## config.mk

```make
export PLATFORM = sky130hd
export DESIGN_NAME = pipe_reg_bank
export DESIGN_NICKNAME = d
export VERILOG_FILES = /design/src/rtl/pipe_reg_bank.sv
export SDC_FILE = /design/constraint.sdc
export NUM_CORES = 1
export LEC_CHECK = 0
export ABC_AREA = 1
export BUFFER_PORTS_ARGS = -buffer_cell sky130_fd_sc_hd__buf_2
export CORE_AREA = 2 2 141 143
export DETAILED_ROUTE_END_ITERATION = 12
export DIE_AREA = 0 0 143 145
export SLEW_MARGIN = 5
export SYNTH_ARGS = -nofsm -noshare
export SYNTH_HDL_FRONTEND = slang
export SYNTH_SLANG_ARGS = --single-unit
```

## constraint.sdc

```tcl
create_clock -name clk -period 1.41 [get_ports clk]
set_clock_uncertainty 0.2 [all_clocks]
set_input_delay 0.2115 -clock clk [delete_from_list [all_inputs] [get_ports clk]]
set_output_delay 0.2115 -clock clk [all_outputs]
set_load 0.02 [all_outputs]
```

## src/rtl/pipe_reg_bank.sv

```systemverilog
// Inter-stage pipeline register bank (IF/ID, ID/EX, EX/MEM, MEM/WB) with sequence tagging.
// Optional performance counters are built when PIPE_REG_PERF_CNT_EN is defined.
module pipe_stage_reg #(
  parameter int DW    = 32,
  parameter int SEQ_W = 8
) (
  input  logic             clk,
  input  logic             reset,
  input  logic             i_bubble,
  input  logic             i_wr_en,
  input  logic             i_vld,
  input  logic [DW-1:0]    i_data,
  input  logic [SEQ_W-1:0] i_seq,
  output logic             o_vld,
  output logic [DW-1:0]    o_data,
  output logic [SEQ_W-1:0] o_seq
);
  typedef struct packed {
    logic             vld;
    logic [SEQ_W-1:0] seq;
    logic [DW-1:0]    data;
  } stg_t;

  stg_t r_stg;

  // bubble beats load, load beats hold
  always_ff @(posedge clk) begin
    if (reset || i_bubble) r_stg <= '0;
    else if (i_wr_en)      r_stg <= '{vld: i_vld, seq: i_seq, data: i_data};
  end

  assign o_vld  = r_stg.vld;
  assign o_data = r_stg.data;
  assign o_seq  = r_stg.seq;
endmodule

module pipe_reg_bank #(
  parameter int DW    = 32,
  parameter int SEQ_W = 8,
  parameter int CNT_W = 16
) (
  input  logic             clk,
  input  logic             reset,
  input  logic             if_valid,
  input  logic [DW-1:0]    if_data,
  input  logic             if_bubble,
  input  logic             id_bubble,
  input  logic             ex_bubble,
  input  logic             mem_bubble,
  input  logic             wb_bubble,
  input  logic             id_wr_en,
  input  logic             ex_wr_en,
  input  logic             mem_wr_en,
  input  logic             wb_wr_en,
  input  logic [DW-1:0]    id_nxt,
  input  logic [DW-1:0]    ex_nxt,
  input  logic [DW-1:0]    mem_nxt,
  output logic             id_valid,
  output logic             ex_valid,
  output logic             mem_valid,
  output logic             wb_valid,
  output logic [DW-1:0]    id_data,
  output logic [DW-1:0]    ex_data,
  output logic [DW-1:0]    mem_data,
  output logic [DW-1:0]    wb_data,
  output logic [SEQ_W-1:0] id_seq,
  output logic [SEQ_W-1:0] ex_seq,
  output logic [SEQ_W-1:0] mem_seq,
  output logic [SEQ_W-1:0] wb_seq,
  output logic             retire,
  output logic [SEQ_W-1:0] retire_seq,
  output logic [CNT_W-1:0] perf_bubbles,
  output logic [CNT_W-1:0] perf_stalls,
  output logic [CNT_W-1:0] perf_retired
);
  localparam int NSTG = 4;

  logic [NSTG-1:0]            w_bub, w_wr, w_up_vld, w_vld;
  logic [NSTG-1:0][DW-1:0]    w_up_data, w_data;
  logic [NSTG-1:0][SEQ_W-1:0] w_up_seq, w_seq;
  logic [SEQ_W-1:0]           r_tag;

  assign w_bub     = {wb_bubble, mem_bubble, ex_bubble, id_bubble};
  assign w_wr      = {wb_wr_en, mem_wr_en, ex_wr_en, id_wr_en};
  assign w_up_vld  = {w_vld[2:0], if_valid & ~if_bubble};
  assign w_up_data = {mem_nxt, ex_nxt, id_nxt, if_data};
  assign w_up_seq  = {w_seq[2:0], r_tag};

  for (genvar g = 0; g < NSTG; g++) begin : g_stg
    pipe_stage_reg #(.DW(DW), .SEQ_W(SEQ_W)) u_stg (
      .clk      (clk),
      .reset    (reset),
      .i_bubble (w_bub[g]),
      .i_wr_en  (w_wr[g]),
      .i_vld    (w_up_vld[g]),
      .i_data   (w_up_data[g]),
      .i_seq    (w_up_seq[g]),
      .o_vld    (w_vld[g]),
      .o_data   (w_data[g]),
      .o_seq    (w_seq[g])
    );
  end

  // tag advances only when a live fetch actually lands in IF/ID
  always_ff @(posedge clk) begin
    if (reset)                                   r_tag <= '0;
    else if (!id_bubble && id_wr_en && w_up_vld[0]) r_tag <= r_tag + SEQ_W'(1);
  end

  assign {wb_valid, mem_valid, ex_valid, id_valid} = w_vld;
  assign id_data  = w_data[0];
  assign ex_data  = w_data[1];
  assign mem_data = w_data[2];
  assign wb_data  = w_data[3];
  assign id_seq   = w_seq[0];
  assign ex_seq   = w_seq[1];
  assign mem_seq  = w_seq[2];
  assign wb_seq   = w_seq[3];

  assign retire     = wb_valid & wb_wr_en & ~wb_bubble;
  assign retire_seq = wb_seq;

`ifdef PIPE_REG_PERF_CNT_EN
  logic             w_bub_evt, w_stall_evt;
  logic [CNT_W-1:0] r_perf_bub, r_perf_stall, r_perf_ret;

  assign w_bub_evt   = ex_bubble | mem_bubble | wb_bubble;
  assign w_stall_evt = ~id_wr_en & ~id_bubble;

  // saturating event counters
  always_ff @(posedge clk) begin
    if (reset) begin
      r_perf_bub   <= '0;
      r_perf_stall <= '0;
      r_perf_ret   <= '0;
    end else begin
      if (w_bub_evt   && r_perf_bub   != '1) r_perf_bub   <= r_perf_bub   + CNT_W'(1);
      if (w_stall_evt && r_perf_stall != '1) r_perf_stall <= r_perf_stall + CNT_W'(1);
      if (retire      && r_perf_ret   != '1) r_perf_ret   <= r_perf_ret   + CNT_W'(1);
    end
  end

  assign perf_bubbles = r_perf_bub;
  assign perf_stalls  = r_perf_stall;
  assign perf_retired = r_perf_ret;
`else
  assign perf_bubbles = '0;
  assign perf_stalls  = '0;
  assign perf_retired = '0;
`endif
endmodule

```

==> results of run 1 <==
-- what timing repair did --
action | CTS | global route
setup buffers | 1 | 2
endpoints found under the hold margin | 135 | 0
cloned | 0 | 2
pin swaps | 0 | 3
setup endpoints to repair | 16 | 54
hold buffers | 132 | 0
resized for setup | 20 | 59
-- kinds of logic (layout without fill, tap and decap cells) --
| family | count (synthesis) | after routing | synth area share, % |
|---|---|---|---|
| and+or+nand+nor | 371 | 372 | 21.8 |
| DFF | 172 | 172 | 52.4 |
| AOI/OAI and AO/OA | 171 | 171 | 13.2 |
| buffers and inverters | 121 | 517 | 12.3 |
| adders and majority gates | 1 | 1 | 0.190 |
| other | 1 | 48 | 0.0571 |
| xor gates and xnor gates | 1 | 1 | 0.133 |
-- synthesized netlist by cell type, drive strengths merged --
cell type / number / area, um^2
a211oi: 2 / 20.0
a21oi: 167 / 836
buf: 102 / 736
clkbuf: 10 / 37.5
conb: 1 / 3.75
dfxtp: 172 / 3440
ha: 1 / 12.5
inv: 9 / 33.8
nand2: 341 / 1280
nand3: 4 / 20.0
nand4: 3 / 18.8
nor2: 20 / 87.6
o21ai: 2 / 10.0
or2: 3 / 18.8
xor2: 1 / 8.76
-- worst max path at each step --
stage / startpoint / to / slack [ns] / cells after the start
2_1_floorplan: wb_wr_en / retire / 0.14 / 4
3_3_place_gp: r_tag[0] / r_tag[6] / 0.14 / 7
3_5_place_dp: r_tag[0] / r_tag[6] / 0.13 / 7
4_1_cts: g_stg[3].u_stg.o_vld / retire / -0.07 / 3
5_1_grt: g_stg[3].u_stg.o_vld / retire / -0.14 / 3
6_report: g_stg[3].u_stg.o_vld / retire / -0.07 / 3
-- stage by stage --
step,cells,power (mW)
4_1_cts,1543,11.2
6_report,1547,11.1
3_5_place_dp,1378,6.26
5_1_grt,1547,11.6
2_1_floorplan,885,5.91
3_3_place_gp,1378,6.26
-- cell type report --
class,count,area [um^2]
clock buffer,19,453
multi-input combinational,593,2530
fill,1803,8890
tap,265,332
timing repair buffer,476,3370
sequential,172,3470
clock inverter,13,129
inverter,9,33.8
-- metal layers --
metal  vias up  global-route usage (%)  wire, um
met2       234                    33.6     10400
met3        29                    5.18      1250
met4         0                    6.44       448
met5         -                       0         0
li1       3423                       -         -
met1      3062                    21.2      8720
-- state kept, by name, summed over array words and instances, names as in the netlist --
signal and flops:
g_stg.u_stg.o_seq 32, r_tag 8, g_stg.u_stg.o_data 128, g_stg.u_stg.o_vld 4
-- report_power, final --
group / switching, mW / internal, mW
combinational: 0.784 / 0.648
clock: 2.04 / 2.57
sequential: 0.0578 / 4.97
-- tightest hold or removal path: stages --
cell and delay, ns:
buf_2 0.11, buf_4 0.16, nand2_1 0.06, a21oi_1 0.05
==> impl_metrics.json, run 1 <==
{
  "synth_seq_cells": 172,
  "antennaDiodeCount": 0,
  "root_buffer": "clkbuf_16",
  "peakVddDrop_uv": 783,
  "tns_ns": -0.0831,
  "grt_usage_pct": 18.8,
  "ys_types": 22,
  "p_leak_nw": 4.75,
  "num_io_pins": 361,
  "slew_viol_final": 0,
  "slowest_delay_ns": 0.35,
  "final-setup-viol-count": 2,
  "clock_latency_ns": 0.41,
  "r2r-end": "r_tag[6]",
  "rows": 51,
  "layout-drive-gt1-share_pct": 31.9,
  "path_class": "register to output pin",
  "drc": 0,
  "hp-class": "input port to register",
  "syn_area_per_cell_um2": 7.84,
  "period_share_pct": 105,
  "portBuffers": 312,
  "detail-route-antenna-nets": 0,
  "die_width_um": 143,
  "gp_congestion": 0.805,
  "viasPerCell": 4.36,
  "overflow": 0,
  "cts_tree": "yes",
  "die_area_um2": 20700,
  "syn_inst": 838,
  "drt_iter0_drc": 222,
  "final_cell_mix": "338 x nand2_1, 268 x buf_2, 165 x a21oi_1",
  "grt_max_degree": 42,
  "htreeDepth": 4,
  "cts-buffers-inserted": 17,
  "layout.nets": 1410,
  "die_h_um": 145,
  "core_area_um2": 19200,
  "worstPathCellList": "nand2_2, nor2_2, buf_4",
  "ys.warnings.count": 0,
  "r2r_setup_slack_ns": 0.13,
  "dpl.hpwl_um": 13400,
  "violations": "negative setup slack",
  "timing.fmax_mhz": 675,
  "startpoint_type": "register",
  "arrival_ns": 1.07,
  "holdPathEnd": "g_stg[2].u_stg.o_seq[5]",
  "period_needed_ns": 1.48,
  "slowest_stage": "dfxtp_2",
  "fin_util_pct": 53.7,
  "finalWorstSetupSlack_ns": -0.0723,
  "timing.rr.start": "r_tag[1]",
  "crit_fanout": 3,
  "dr.pass1.iters": 4,
  "routedWlPerCell_um": 13.5,
  "vias": 6748,
  "drt-total-wl_um": 20800,
  "hold_path_depth": 4,
  "rsz0062_at_grt": "true",
  "start_util_pct": 34.2,
  "finalHoldViolCount": 0,
  "status": "complete, but fails checks",
  "synth_seq_area_share_pct": 52.4,
  "place_ws_ns": 0.131,
  "placed_cell_area_um2": 8190,
  "p_per_area_nw_per_um2": 1070,
  "grt_pass1_wl_um": 31400,
  "grt_pass1_vias": 6335,
  "holdWs_ns": 0.0371,
  "synth_area_um2": 6570,
  "cts.clk_slew.worst_paths_ns": 0.07,
  "required_ns": 1.00,
  "clock_path_buffers": 2,
  "cp_top_family": "flip-flops",
  "cts_sinks": 172,
  "finalInstanceArea_um2": 10300,
  "path_buf_inv": 1,
  "maxCapViolCount": 0,
  "crit_path_end_kind": "output pin",
  "rr_worst_depth": 7,
  "antenna_found_initial": 0,
  "syn_to_final_growth_pct": 57.0,
  "final_common_cell": "nand2_1",
  "hold_start": "mem_wr_en"
}
Power figures use the tool's default switching activity.
==> inputs of run 2 (changes only) <==
Settings changed: BUFFER_PORTS_ARGS -buffer_cell sky130_fd_sc_hd__buf_2 to -buffer_cell sky130_fd_sc_hd__clkbuf_2.
==> impl_metrics.json, run 2 (synthesized netlist as in run 1, its figures left out) <==
{
  "status": "complete, but fails checks",
  "violations": "negative setup slack",
  "peakVddDrop_uv": 805,
  "r2r-end": "r_tag[6]",
  "dr.pass1.iters": 4,
  "layout-drive-gt1-share_pct": 32.2,
  "period_share_pct": 103,
  "htreeDepth": 4,
  "hold_path_depth": 4,
  "startpoint_type": "register",
  "root_buffer": "clkbuf_16",
  "p_leak_nw": 4.66,
  "dpl.hpwl_um": 13400,
  "arrival_ns": 1.04,
  "crit_path_end_kind": "output pin",
  "die_width_um": 143,
  "place_ws_ns": 0.0382,
  "die_area_um2": 20700,
  "routedWlPerCell_um": 13.4,
  "slowest_delay_ns": 0.35,
  "cts.clk_slew.worst_paths_ns": 0.07,
  "timing.fmax_mhz": 690,
  "syn_to_final_growth_pct": 56.6,
  "clock_latency_ns": 0.42,
  "grt_usage_pct": 18.8,
  "overflow": 0,
  "regArea_um2": 3490,
  "num_io_pins": 361,
  "critical_path.startpoint": "g_stg[3].u_stg.o_vld",
  "rsz0062_at_grt": "true",
  "largest_register_ff_count": 128,
  "seq_power_share_pct": 45.7,
  "drc": 0,
  "path_class": "register to output pin",
  "multi_input_area_um2": 2520,
  "layout.nets": 1407,
  "cts-buffers-inserted": 17,
  "nFillCells": 1771,
  "p_sw_share_pct": 26.3,
  "die_h_um": 145,
  "finalHoldViolCount": 0,
  "slew_viol_final": 0,
  "grt_pass1_wl_um": 31300,
  "required_ns": 1.00,
  "vias": 6761,
  "p_int_mw": 8.11,
  "hold_start": "ex_wr_en",
  "cts_tree": "yes",
  "clock_path_buffers": 2,
  "power.net_switching_mw": 2.89,
  "grt_pass1_vias": 6220,
  "holdPathEnd": "g_stg[1].u_stg.o_data[10]",
  "crit_fanout": 3,
  "detail-route-antenna-nets": 0,
  "timing.rr.start": "r_tag[0]",
  "core_area_um2": 19200,
  "start_util_pct": 34.2,
  "p_per_area_nw_per_um2": 1070,
  "total_power_mw": 11.0,
  "final_cell_mix": "338 x nand2_1, 252 x clkbuf_2, 167 x a21oi_1",
  "maxCapViolCount": 0,
  "drt-total-wl_um": 20700,
  "worstPathCellList": "nand2_1, nor2_1, buf_4",
  "grt_max_degree": 42,
  "hp-class": "input port to register",
  "slowest_stage": "dfxtp_2",
  "finalWorstSetupSlack_ns": -0.0396,
  "drt_iter0_drc": 266,
  "rows": 51,
  "final-setup-viol-count": 1,
  "gp_congestion": 0.819,
  "comb_power_share_pct": 12.9,
  "viasPerCell": 4.38,
  "cts_sinks": 172,
  "antennaDiodeCount": 0,
  "period_needed_ns": 1.45,
  "r2r_setup_slack_ns": 0.09,
  "portBuffers": 312,
  "pwr-share-clk_pct": 41.4,
  "antenna_found_initial": 1,
  "final_common_cell": "nand2_1",
  "rr_worst_depth": 7
}
## run 2: routing by layer
metal | track usage [%] | routed length (um) | vias up | part of all wire (%)
li1 | - | - | 3429 | -
met1 | 21.2 | 8380 | 3064 | 41
met2 | 33.8 | 10600 | 243 | 51
met3 | 5.87 | 1410 | 23 | 6.8
met4 | 5.35 | 306 | 2 | 1.5
met5 | 0 | 10 | - | 0.048
## run 2: critical path, delay by kind of cell (launching register included)
kind	cells	cell delay [ns]
buffers and inverters	1	0.14
and+or+nand+nor	2	0.13
DFF	1	0.35
## run 2: how the worst max path moves through the flow
stage	depth (start not counted)	endpoint	slack, ns
after global placement	7	r_tag[6]	0.08
after global routing	3	retire	-0.13
after floorplan	4	retire	0.14
after CTS	3	retire	-0.09
after detailed placement	7	r_tag[6]	0.04
final	3	retire	-0.04
## run 2: layout make-up
cell class,count,share of cell area (%)
clock buffer,18,4.27
clock inverter,14,1.31
inverter,9,0.328
multi-input combinational,593,24.5
sequential,172,33.9
tap,265,3.22
timing repair buffer,473,32.5
## run 2: stage by stage
stage / TNS (ns) / hold slack (ns) / std cells / util (%) / cell area (um^2)
floorplan: 0 / 0.0806 / 885 / - / 6750
global placement: 0 / 0.247 / 1377 / 42.4 / 8150
detailed placement: 0 / 0.251 / 1377 / 42.4 / 8150
CTS: -0.0989 / 0.0140 / 1542 / 53.0 / 10200
global route: -0.140 / 0.0433 / 1544 / 53.6 / 10300
finish: -0.0396 / 0.0400 / 1544 / 53.6 / 10300
## run 2: timing repair
action,CTS,global route
gates resized for setup,50,87
cloned,0,1
hold buffers,133,0
hold endpoints to repair,130,0
buffers inserted,0,2
endpoints found under the setup margin,30,159
## run 2: power groups by stage
stage | Sequential [mW] | Combinational [mW] | Clock (mW)
2_1_floorplan | 5.29 | 0.622 | 0
3_3_place_gp | 5.15 | 1.10 | 0
3_5_place_dp | 5.15 | 1.10 | 0
4_1_cts | 5.03 | 1.39 | 4.71
5_1_grt | 5.04 | 1.53 | 4.92
6_report | 5.03 | 1.41 | 4.56
